File: config.mk
export PLATFORM = sky130hd
export DESIGN_NAME = prism_cfg_sequencer
export DESIGN_NICKNAME = d
export VERILOG_FILES = /design/src/rtl/prism_cfg_pkg.sv /design/src/rtl/prism_cfg_sequencer.sv
export SDC_FILE = /design/constraint.sdc
export NUM_CORES = 1
export LEC_CHECK = 0
export CORE_ASPECT_RATIO = 0.9
export CORE_MARGIN = 2
export CORE_UTILIZATION = 49
export CTS_CLUSTER_SIZE = 12
export DETAILED_ROUTE_END_ITERATION = 8
export GPL_TIMING_DRIVEN = 1
export PLACE_DENSITY = 0.86
export SKIP_CTS_REPAIR_TIMING = 1
export SLEW_MARGIN = 25
export SYNTH_ARGS = -nofsm -noshare
export SYNTH_HDL_FRONTEND = slang
export SYNTH_SLANG_ARGS = --single-unit
File: constraint.sdc
create_clock -name clk -period 4.7 [get_ports clk]
set_input_delay 1.41 -clock clk [delete_from_list [all_inputs] [get_ports clk]]
set_output_delay 1.41 -clock clk [all_outputs]
set_load 0.02 [all_outputs]
File: src/rtl/prism_cfg_pkg.sv
// PRISM config sequencer shared types: FSM states, register addresses, write-size codes.
// Latency: n/a (declarations only).
// Backpressure: n/a.
package prism_cfg_pkg;

  typedef enum logic [1:0] {
    IDLE  = 2'd0,
    PULSE = 2'd1,
    GAP   = 2'd2,
    DONE  = 2'd3
  } state_t;

  localparam logic [5:0] CFG_LO_ADDR = 6'h08;
  localparam logic [5:0] CFG_HI_ADDR = 6'h0C;

  localparam logic [1:0] DW_8    = 2'b00;
  localparam logic [1:0] DW_16   = 2'b01;
  localparam logic [1:0] DW_32   = 2'b10;
  localparam logic [1:0] DW_NONE = 2'b11;

endpackage

File: src/rtl/prism_cfg_sequencer.sv
// Assembles two 32-bit bus writes into a config word and walks one-hot latch enables down the chain.
// Latency: first enable one cycle after the HI write edge; done pulse 2*DEPTH+1 cycles after it.
// Backpressure: none; writes arriving mid-sequence are dropped and flagged in the sticky err bit.
module prism_cfg_sequencer
  import prism_cfg_pkg::*;
#(
  parameter int         DEPTH   = 8,
  parameter int         WIDTH   = 64,
  parameter logic [5:0] LO_ADDR = CFG_LO_ADDR,
  parameter logic [5:0] HI_ADDR = CFG_HI_ADDR
) (
  input  logic                     clk,
  input  logic                     rst,
  input  logic [5:0]               address,
  input  logic [31:0]              data_in,
  input  logic [1:0]               data_write_n,
  input  logic                     clear,
  output logic [WIDTH-1:0]         config_data,
  output logic [DEPTH-1:0]         latch_en,
  output logic                     busy,
  output logic                     done,
  output logic                     err,
  output logic [$clog2(DEPTH):0]   load_count
);

  localparam int IDXW = (DEPTH > 1) ? $clog2(DEPTH) : 1;
  localparam int CNTW = $clog2(DEPTH) + 1;

  state_t            state, state_nxt;
  logic [IDXW-1:0]   idx, idx_nxt;
  logic              lo_valid;
  logic [DEPTH-1:0]  latch_en_nxt;
  logic              busy_nxt;
  logic              done_nxt;

  logic              wr32;
  logic              lo_wr;
  logic              hi_wr;
  logic              can_accept;
  logic              start;
  logic              seq_err;

  // Write decode: only full 32-bit writes to the two config addresses are meaningful.
  // DONE is not busy, so writes landing on it are accepted exactly as in IDLE.
  always_comb begin
    wr32       = (data_write_n == DW_32);
    lo_wr      = wr32 && (address == LO_ADDR);
    hi_wr      = wr32 && (address == HI_ADDR);
    can_accept = (state == IDLE) || (state == DONE);
    start      = hi_wr && can_accept && lo_valid;
    seq_err    = ((lo_wr || hi_wr) && !can_accept) || (hi_wr && can_accept && !lo_valid);
  end

  // Next-state and next-output decode; outputs are looked up from the next state so they leave flops.
  always_comb begin
    state_nxt    = state;
    idx_nxt      = idx;
    latch_en_nxt = '0;
    busy_nxt     = 1'b0;
    done_nxt     = 1'b0;
    case (state)
      IDLE: begin
        if (start) begin
          state_nxt = PULSE;
          idx_nxt   = IDXW'(DEPTH - 1);
        end
      end
      PULSE: state_nxt = GAP;
      GAP: begin
        if (idx == '0) begin
          state_nxt = DONE;
        end else begin
          state_nxt = PULSE;
          idx_nxt   = idx - 1'b1;
        end
      end
      DONE: begin
        if (start) begin
          state_nxt = PULSE;
          idx_nxt   = IDXW'(DEPTH - 1);
        end else begin
          state_nxt = IDLE;
        end
      end
      default: state_nxt = IDLE;
    endcase
    if (state_nxt == PULSE) begin
      latch_en_nxt = {{(DEPTH-1){1'b0}}, 1'b1} << idx_nxt;
    end
    busy_nxt = (state_nxt == PULSE) || (state_nxt == GAP);
    done_nxt = (state_nxt == DONE);
  end

  // FSM state, stage index and the registered enable/status outputs; reset kills enables at once.
  always_ff @(posedge clk or posedge rst) begin
    if (rst) begin
      state    <= IDLE;
      idx      <= '0;
      latch_en <= '0;
      busy     <= 1'b0;
      done     <= 1'b0;
    end else begin
      state    <= state_nxt;
      idx      <= idx_nxt;
      latch_en <= latch_en_nxt;
      busy     <= busy_nxt;
      done     <= done_nxt;
    end
  end

  // Word assembly: halves only update outside a sequence, so D inputs are stable under every enable.
  always_ff @(posedge clk or posedge rst) begin
    if (rst) begin
      config_data <= '0;
      lo_valid    <= 1'b0;
    end else begin
      if (lo_wr && can_accept) begin
        config_data[31:0] <= data_in;
      end
      if (start) begin
        config_data[63:32] <= data_in;
      end
      if (clear || start) begin
        lo_valid <= 1'b0;
      end else if (lo_wr && can_accept) begin
        lo_valid <= 1'b1;
      end
    end
  end

  // Status: sticky error and saturating load counter; clear beats both set and increment.
  always_ff @(posedge clk or posedge rst) begin
    if (rst) begin
      err        <= 1'b0;
      load_count <= '0;
    end else if (clear) begin
      err        <= 1'b0;
      load_count <= '0;
    end else begin
      if (seq_err) begin
        err <= 1'b1;
      end
      if ((state == DONE) && (load_count != CNTW'(DEPTH))) begin
        load_count <= load_count + 1'b1;
      end
    end
  end

endmodule

After elaboration in Yosys (flattened, before gate mapping) --
Cells that the tools add are included.
Storage, ports and cells: output and inout port bits 79, input port bits 43, flip-flop bits (word level) 85
Cells by class: shifts and indexed selects 1, $add $sub $neg 2, muxes and demuxes 14, equality and inequality tests 10, reduce and logical (&&, ||, !) cells 21
Operators with widths (number):
- $eq 6x4->1 const B | 2
- $eq 2x2->1 const B | 5
- $logic_and 1x1->1 | 8
- $mux 4 | 2
- $mux 8 | 1
- $pmux 2 s4 | 1
- $shl 1x3->8 const A | 1
- $mux 3 | 2
- $pmux 3 s2 | 1
- $reduce_bool 2->1 | 3
- $logic_or 1x1->1 | 5
- $mux 1 | 5
- $add 4x1->4 const B | 1
- $eq 2x1->1 const B | 2
- $mux 2 | 2
- $ne 4x4->1 const B | 1
- $logic_not 3->1 | 1
- $sub 3x1->3 const B | 1
- $logic_not 1->1 | 2
- $logic_not 2->1 | 1
- $reduce_or 2->1 | 1

Longest topological paths before layout --
Gate-level depths: netlist of the first run.
depth after elaboration 8, mapped depth 11

Worst setup path after synthesis of the first run --
Ideal clock, no wire load.
path kind input-to-reg, start in address[5], end reg latch_en[7], path buffers 2, setup time 0.063 ns, stages on the path 9, path slack 1.611 ns, arrival time 3.025 ns, cell sequence nor4b_2 -> and3_1 -> buf_6 -> buf_6 -> a211oi_1 -> nor2_1 -> ha_1 -> o311ai_1 -> o21ba_2
On the way: cells in the longest elaborated chain, start to end 8, elaborated cells on any way between the ends 12, those cells by class 2 x eq/ne; 1 x shift; 6 x mux; 3 x reduce/logical
RTL lines:
- start, declared | line prism_cfg_sequencer.sv:14 | input logic [5:0] address,
- $eq 6x4->1 (*) | line prism_cfg_sequencer.sv:48 | hi_wr = wr32 && (address == HI_ADDR);
- $logic_and 1x1->1 (*) | line prism_cfg_sequencer.sv:48
- $logic_and 1x1->1 (*) (2 in a row) | line prism_cfg_sequencer.sv:50 | start = hi_wr && can_accept && lo_valid;
- $mux 1 or $mux 2 (tied branches) | line prism_cfg_sequencer.sv:78, prism_cfg_sequencer.sv:63
- $pmux 2 s4 (*) | line prism_cfg_sequencer.sv:61 | case (state)
- named net state_nxt[0] | line prism_cfg_sequencer.sv:29 | state_t state, state_nxt;
- $eq 2x1->1 (*) | line prism_cfg_sequencer.sv:87 | if (state_nxt == PULSE) begin
- $mux 8 (*) | line prism_cfg_sequencer.sv:87
- named net latch_en_nxt[7] | line prism_cfg_sequencer.sv:32 | logic [DEPTH-1:0] latch_en_nxt;
- end signal, assigned | line prism_cfg_sequencer.sv:105 | latch_en <= latch_en_nxt;
- end, declared | line prism_cfg_sequencer.sv:19 | output logic [DEPTH-1:0] latch_en,
The timed path passes the listed nets; every way through them passes the cells marked *. A chain may end at the register's enable or synchronous reset.

Final worst setup path of the first run --
Ends and elaborated chain as after synthesis.

==> flow_summary_export.csv, run 1 <==
group,metric,value,unit
synth,ys_warn_count,0,
critical_path,critPathArrivalTime,3.52,ns
synth,synth_edf_count,0,
cts,cts-root-buf,"clkbuf_8",
die,die_area,7894,sq um
detailed_routing,vias_per_cell,5.115,
power_and_ir_drop,p_leak,0.002359,uW
sta,worstMarginPinSlew,0.7705,ns
place,dp_hpwl,5603,microns
place,dpl_cell_area,4796,sq um
sta,finalSetupViolations,0,
sta,fmax,0.3094,GHz
synth,synth_fp_nets,298,
sta,rsz0062_at_grt,"no",
finish,layout-area-overhead-vs-synth,42.25,%
synth,ys_seq_area_share,60.31,%
die,die_y,84.49,microns
finish,register_area,2127,sq um
die,die_width,93.43,microns
sta,maxSlewHeadroom,48.57,%
die,core-area,7003,sq um
finish,finalInstanceArea,5017,sq um
synth,synth.avg_cell_area,14.40,sq um
finish,diodes,0,
global_route,antenna_found_initial,0,
sta,skew,0.007158,ns
cts,cts.sinks,85,
finish,multi_input_area,1261,sq um
status,status,"finished clean",
cts,cts_tree,"yes",
critical_path,critPathMaxFanout,5,
place,gp_congestion,0.7962,
synth,synth-simple-area-share,7.272,%
synth,netlist_area,3527,sq um
synth,synth_seq_cells,85,
die,start_util,50.37,%
finish,fillers,479,
cts,htreeDepth,3,
cts,numCtsBuffers,9,
global_route,grt_pass1_vias,2557,
detailed_routing,postRouteAntennaNets,0,
power_and_ir_drop,ir_drop,236.5,uV
cts,clk_latency,0.35,ns
detailed_routing,firstDrtPassIters,4,
synth,yosys.cell_types.count,38,
global_route,grt_usage,21.15,%
critical_path,criticalPathCategory,"in2reg",
detailed_routing,via_count,2399,
cts,cts_buffer_depth,2,
die,rows,29,
run,drv_cap,0,
power_and_ir_drop,power_density,364.7,nW/um^2
synth,synth_top_family_by_area,"multiplexers",
critical_path,cp-start-kind,"input pin",
sta,hold_viol_final,0,
critical_path,required,4.99,ns
synth,synth-main-ff-cell,"dfrtp_1",
sta,final-max-slew-violation-count,0,
sta,fin_crit,3.232,ns
global_route,grt_remaining_overflow,0,
finish,nets,425,
synth,synthAdderAreaFrac,3.547,%
sta,tns,0,ns
die,boundaryPins,122,
synth,muxShareOfSynthArea,20.72,%
hold_path,holdCritPathClass,"reg2reg",
detailed_routing,first_iter_violations,105,
synth,synth_compound_area_share,3.441,%
cts,cts.clk_slew.worst_paths,0.08,ns
synth,syn_inst,245,
detailed_routing,drc,0,
global_route,grt_max_degree,47,
detailed_routing,post_drt_wl_per_cell,16.43,microns
synth,synth_xor_area_share,0.7449,%
finish,drive_gt1_share,19.41,%
synth,synth-async-reset-ratio,100.0,%
detailed_routing,drt-total-wl,7707,microns
critical_path,end_kind,"flip-flop",
global_route,grt_pass1_wl,12770,microns
sta,fin_crit_sh,68.77,%
place,port_buffers,121,
metrics by stage:
| stage | utilization [%] | setup WS, ns | total power (uW) | cells | hold slack (ns) |
|---|---|---|---|---|---|
| 6_report | 71.65 | 1.468 | 1830 | 469 | 0.4871 |
| 5_1_grt | 71.65 | 1.315 | 1917 | 469 | 0.5028 |
| 4_1_cts | 71.65 | 1.501 | 1844 | 469 | 0.4940 |
| 3_5_place_dp | 68.48 | 1.134 | 1274 | 454 | 0.4781 |
| 3_3_place_gp | 68.48 | 1.220 | 1261 | 454 | 0.4664 |
| 2_1_floorplan | - | 1.097 | 1095 | 245 | 0.5246 |
synthesized netlist by cell type (3+ instances only):
cell	instances	area [sq um]
ha_1	10	125.1
buf_6	5	56.30
nand3_1	3	15.01
nand4_1	3	18.77
mux2_1	16	180.2
nand2b_1	3	18.77
inv_1	13	48.80
nor2_1	9	33.78
nand2_1	7	26.28
and2_1	4	25.02
nor3_1	7	35.03
dfrtp_1	85	2127
a31oi_1	3	18.77
mux2_2	48	540.5
critical path, cell delays in order:
cell	delay, ns
clkdlybuf4s50_1	0.43
nor4b_2	0.36
and3_2	0.31
a211oi_1	0.09
nor2_1	0.21
ha_1	0.24
o311ai_1	0.18
o21ba_2	0.29
registers in the layout (all words and copies together), names as in the netlist, 2 cells and up:
signal	cells
config_data	64
latch_en	8
load_count	4
idx	3
state	2
layer usage:
layer  track usage [%]  share of wire, %  wire (microns)  up-vias
met5                 0                 0               0        -
met4             6.283               1.5             115        0
met3             11.85                11             819        9
met2             33.55                47            3660       87
met1             24.67                40            3112     1194
li1                  -                 -               -     1109
worst paths after layout:
kind	startpoint	to	slack, ns	cells past startpoint
setup / recovery	address[5]	latch_en[7]	1.47	8
hold reg to reg	config_data[33]	config_data[33]	0.49	1
setup reg to reg	state[0]	latch_en[7]	2.13	9
max in group asynchronous	rst	latch_en[2]	2.44	3
min in group asynchronous	rst	config_data[31]	1.50	2
hold / removal	config_data[33]	config_data[33]	0.49	1
final cells by class:
type | instances | area share, %
Tap cell | 93 | 2.319
Clock inverter | 5 | 1.671
Clock buffer | 10 | 2.743
Sequential cell | 85 | 42.39
Inverter | 13 | 0.9975
Multi-Input combinational cell | 138 | 25.14
Timing Repair Buffer | 125 | 24.74
placed cells by master, fill, tap and decap left out, types with 2 or more instances in the layout:
| master | synthesis | layout |
|---|---|---|
| nor2_1 | 9 | 9 |
| o21ai_0 | 2 | 2 |
| a31oi_1 | 3 | 3 |
| dfrtp_1 | 85 | 85 |
| and2_1 | 4 | 4 |
| ha_1 | 10 | 10 |
| mux2_2 | 48 | 48 |
| inv_1 | 13 | 12 |
| clkbuf_8 | 0 | 10 |
| nand3_1 | 3 | 3 |
| mux2_1 | 16 | 16 |
| nand2_1 | 7 | 7 |
| nand4_1 | 3 | 3 |
| clkdlybuf4s50_1 | 0 | 121 |
| bufinv_16 | 0 | 2 |
| o211ai_1 | 2 | 2 |
| nor3_1 | 7 | 7 |
| a2bb2oi_1 | 2 | 2 |
| nand2b_1 | 3 | 3 |
| xor2_1 | 2 | 2 |
| buf_4 | 2 | 4 |
| clkinvlp_4 | 0 | 2 |
cell families after synthesis:
| kind of cell | Yosys count |
|---|---|
| buf+inv | 22 |
| compound gates | 16 |
| simple gates | 44 |
| flops | 85 |
| xor+xnor | 3 |
| mux | 65 |
| fa+ha+maj | 10 |
power breakdown:
| group | internal (uW) | switching (uW) |
|---|---|---|
| combinational | 206 | 246 |
| clock | 313 | 250 |
| sequential | 783 | 31.6 |
| total | 1300 | 528 |
Note: power is estimated with default switching activity, not from simulation.
==> run 2, diff against run 1 <==
Settings changed: CORE_UTILIZATION 49 to 45, PLACE_DENSITY 0.86 to 0.8.
Clock period 4.7 ns to 3.05 ns, I/O delays scaled along.
==> run 2 against run 1 <==
Utilization fell by 4.8 points. Count of clock-buffer cells in the layout rose by 3. Clock power rose by 47%.
==> flow_summary_export.csv, run 2 (synthesis results as in run 1) <==
group,metric,value,unit
global_route,grt_max_degree,86,
die,boundaryPins,122,
cts,cts.clk_slew.worst_paths,0.09,ns
cts,cts_buffer_depth,2,
run,drv_cap,0,
place,dp_hpwl,5329,microns
die,die_y,87.99,microns
critical_path,path_cells,"clkdlybuf4s50_1 > nor4b_2 > and3_2 > a211oi_1 > nor2_1 > ha_1 > o311ai_1 > o21ba_2",
finish,nets,427,
detailed_routing,vias_per_cell,4.971,
finish,largestRegisters,"config_data (64), latch_en (8), load_count (4)",
finish,regMostFlops,"config_data",
finish,diodes,0,
die,rows,30,
cts,htreeDepth,3,
critical_path,critPathArrivalTime,3.03,ns
sta,fmax,0.3651,GHz
sta,fin_crit,2.739,ns
critical_path,critPathBufInv,1,
global_route,grt_pass1_wl,12180,microns
sta,skew,0.009655,ns
sta,final-max-slew-violation-count,0,
power_and_ir_drop,power_density,552.1,nW/um^2
critical_path,cp_top_family,"simple AND/OR/NAND/NOR gates",
finish,layout_common_cells,"clkdlybuf4s50_1 (121), dfrtp_1 (85), mux2_2 (48)",
sta,finalSetupViolations,0,
global_route,grt_remaining_overflow,0,
critical_path,critPathMaxFanout,5,
sta,worst_slack,0.3113,ns
place,dp_worst_setup_slack,0.04976,ns
critical_path,cpPeakStageDelay,0.43,ns
detailed_routing,drt-total-wl,7418,microns
detailed_routing,post_drt_wl_per_cell,15.62,microns
status,status,"finished clean",
critical_path,cp_slowest_cell,"clkdlybuf4s50_1",
detailed_routing,first_iter_violations,44,
finish,final_cell_count_no_fill,475,
detailed_routing,drc,0,
sta,worstMarginPinSlew,0.5140,ns
die,start_util,46.52,%
place,port_buffers,121,
finish,final_util,66.83,%
cts,clk_latency,0.34,ns
critical_path,cp-start-kind,"input pin",
finish,drive_gt1_share,20.05,%
detailed_routing,postRouteAntennaNets,0,
cts,cts_tree,"yes",
detailed_routing,via_count,2361,
detailed_routing,firstDrtPassIters,4,
die,core-area,7582,sq um
finish,fillers,579,
power_and_ir_drop,p_leak,0.002376,uW
critical_path,end_kind,"flip-flop",
finish,layout-area-overhead-vs-synth,43.67,%
power_and_ir_drop,ir_drop,247.0,uV
global_route,grt_pass1_vias,2473,
global_route,antenna_found_initial,0,
critical_path,criticalPathCategory,"in2reg",
critical_path,required,3.34,ns
cts,cts.sinks,85,
hold_path,holdCritPathClass,"reg2reg",
die,die_width,97.32,microns
sta,fin_crit_sh,89.79,%
cts,cts-root-buf,"clkbuf_8",
place,gp_congestion,0.8019,
cts,numCtsBuffers,9,
sta,tns,0,ns
global_route,grt_usage,17.93,%
sta,maxSlewHeadroom,65.19,%
sta,rsz0062_at_grt,"no",
sta,hold_viol_final,0,
finish,final_common_cell,"clkdlybuf4s50_1",
finish,largest_reg_flops,64,
die,die_area,8563,sq um
place,dp.cells,459,
==> run 2: changes by cell type in the layout (fill, tap and decap cells not counted), sizes merged <==
cell,delta
bufinv,-1
buf,+2
clkbuf,+3
inv,-1
==> run 2: layout make-up <==
class                      count  area (sq um)  share of cell area [%]
timing repair buffer         127          1294                   25.53
clock buffer                  13         168.9                   3.333
tap                           96         120.1                   2.370
clock inverter                 3         42.54                  0.8395
inverter                      13         52.55                   1.037
multi-input combinational    138          1262                   24.91
sequential                    85          2127                   41.98
==> run 2: final timing paths <==
check                                 from         endpoint  slack (ns)  depth (start not counted)
max                             address[5]      latch_en[7]        0.31                          8
max in group asynchronous              rst  config_data[16]        1.66                          3
min reg2reg                config_data[34]  config_data[34]        0.49                          1
min in group asynchronous              rst  config_data[57]        1.04                          3
min                        config_data[34]  config_data[34]        0.49                          1
max reg2reg                       state[0]      latch_en[7]        0.50                          9
==> run 2: layer usage <==
metal	track usage [%]	wire length [microns]	part of all wire, %
met1	23.23	3253	44
met2	29.04	3565	48
met3	6.385	520	7.0
met4	5.303	79	1.1
met5	0	0	0
==> run 2: metrics by stage <==
step / area (sq um) / hold WS [ns] / total power, uW
6_report: 5067 / 0.4892 / 2797
5_1_grt: 5067 / 0.5089 / 2953
4_1_cts: 5067 / 0.4949 / 2818
3_5_place_dp: 4856 / 0.4747 / 1988
3_3_place_gp: 4856 / 0.4666 / 1967
2_1_floorplan: 3531 / 0.5246 / 1688
==> run 2: where the power goes <==
group          switching (uW)  leakage, uW  internal [uW]
Combinational             381      0.00110            334
Clock                     380     0.000106            445
Sequential               50.6      0.00117           1210
Total                     812      0.00238           1990
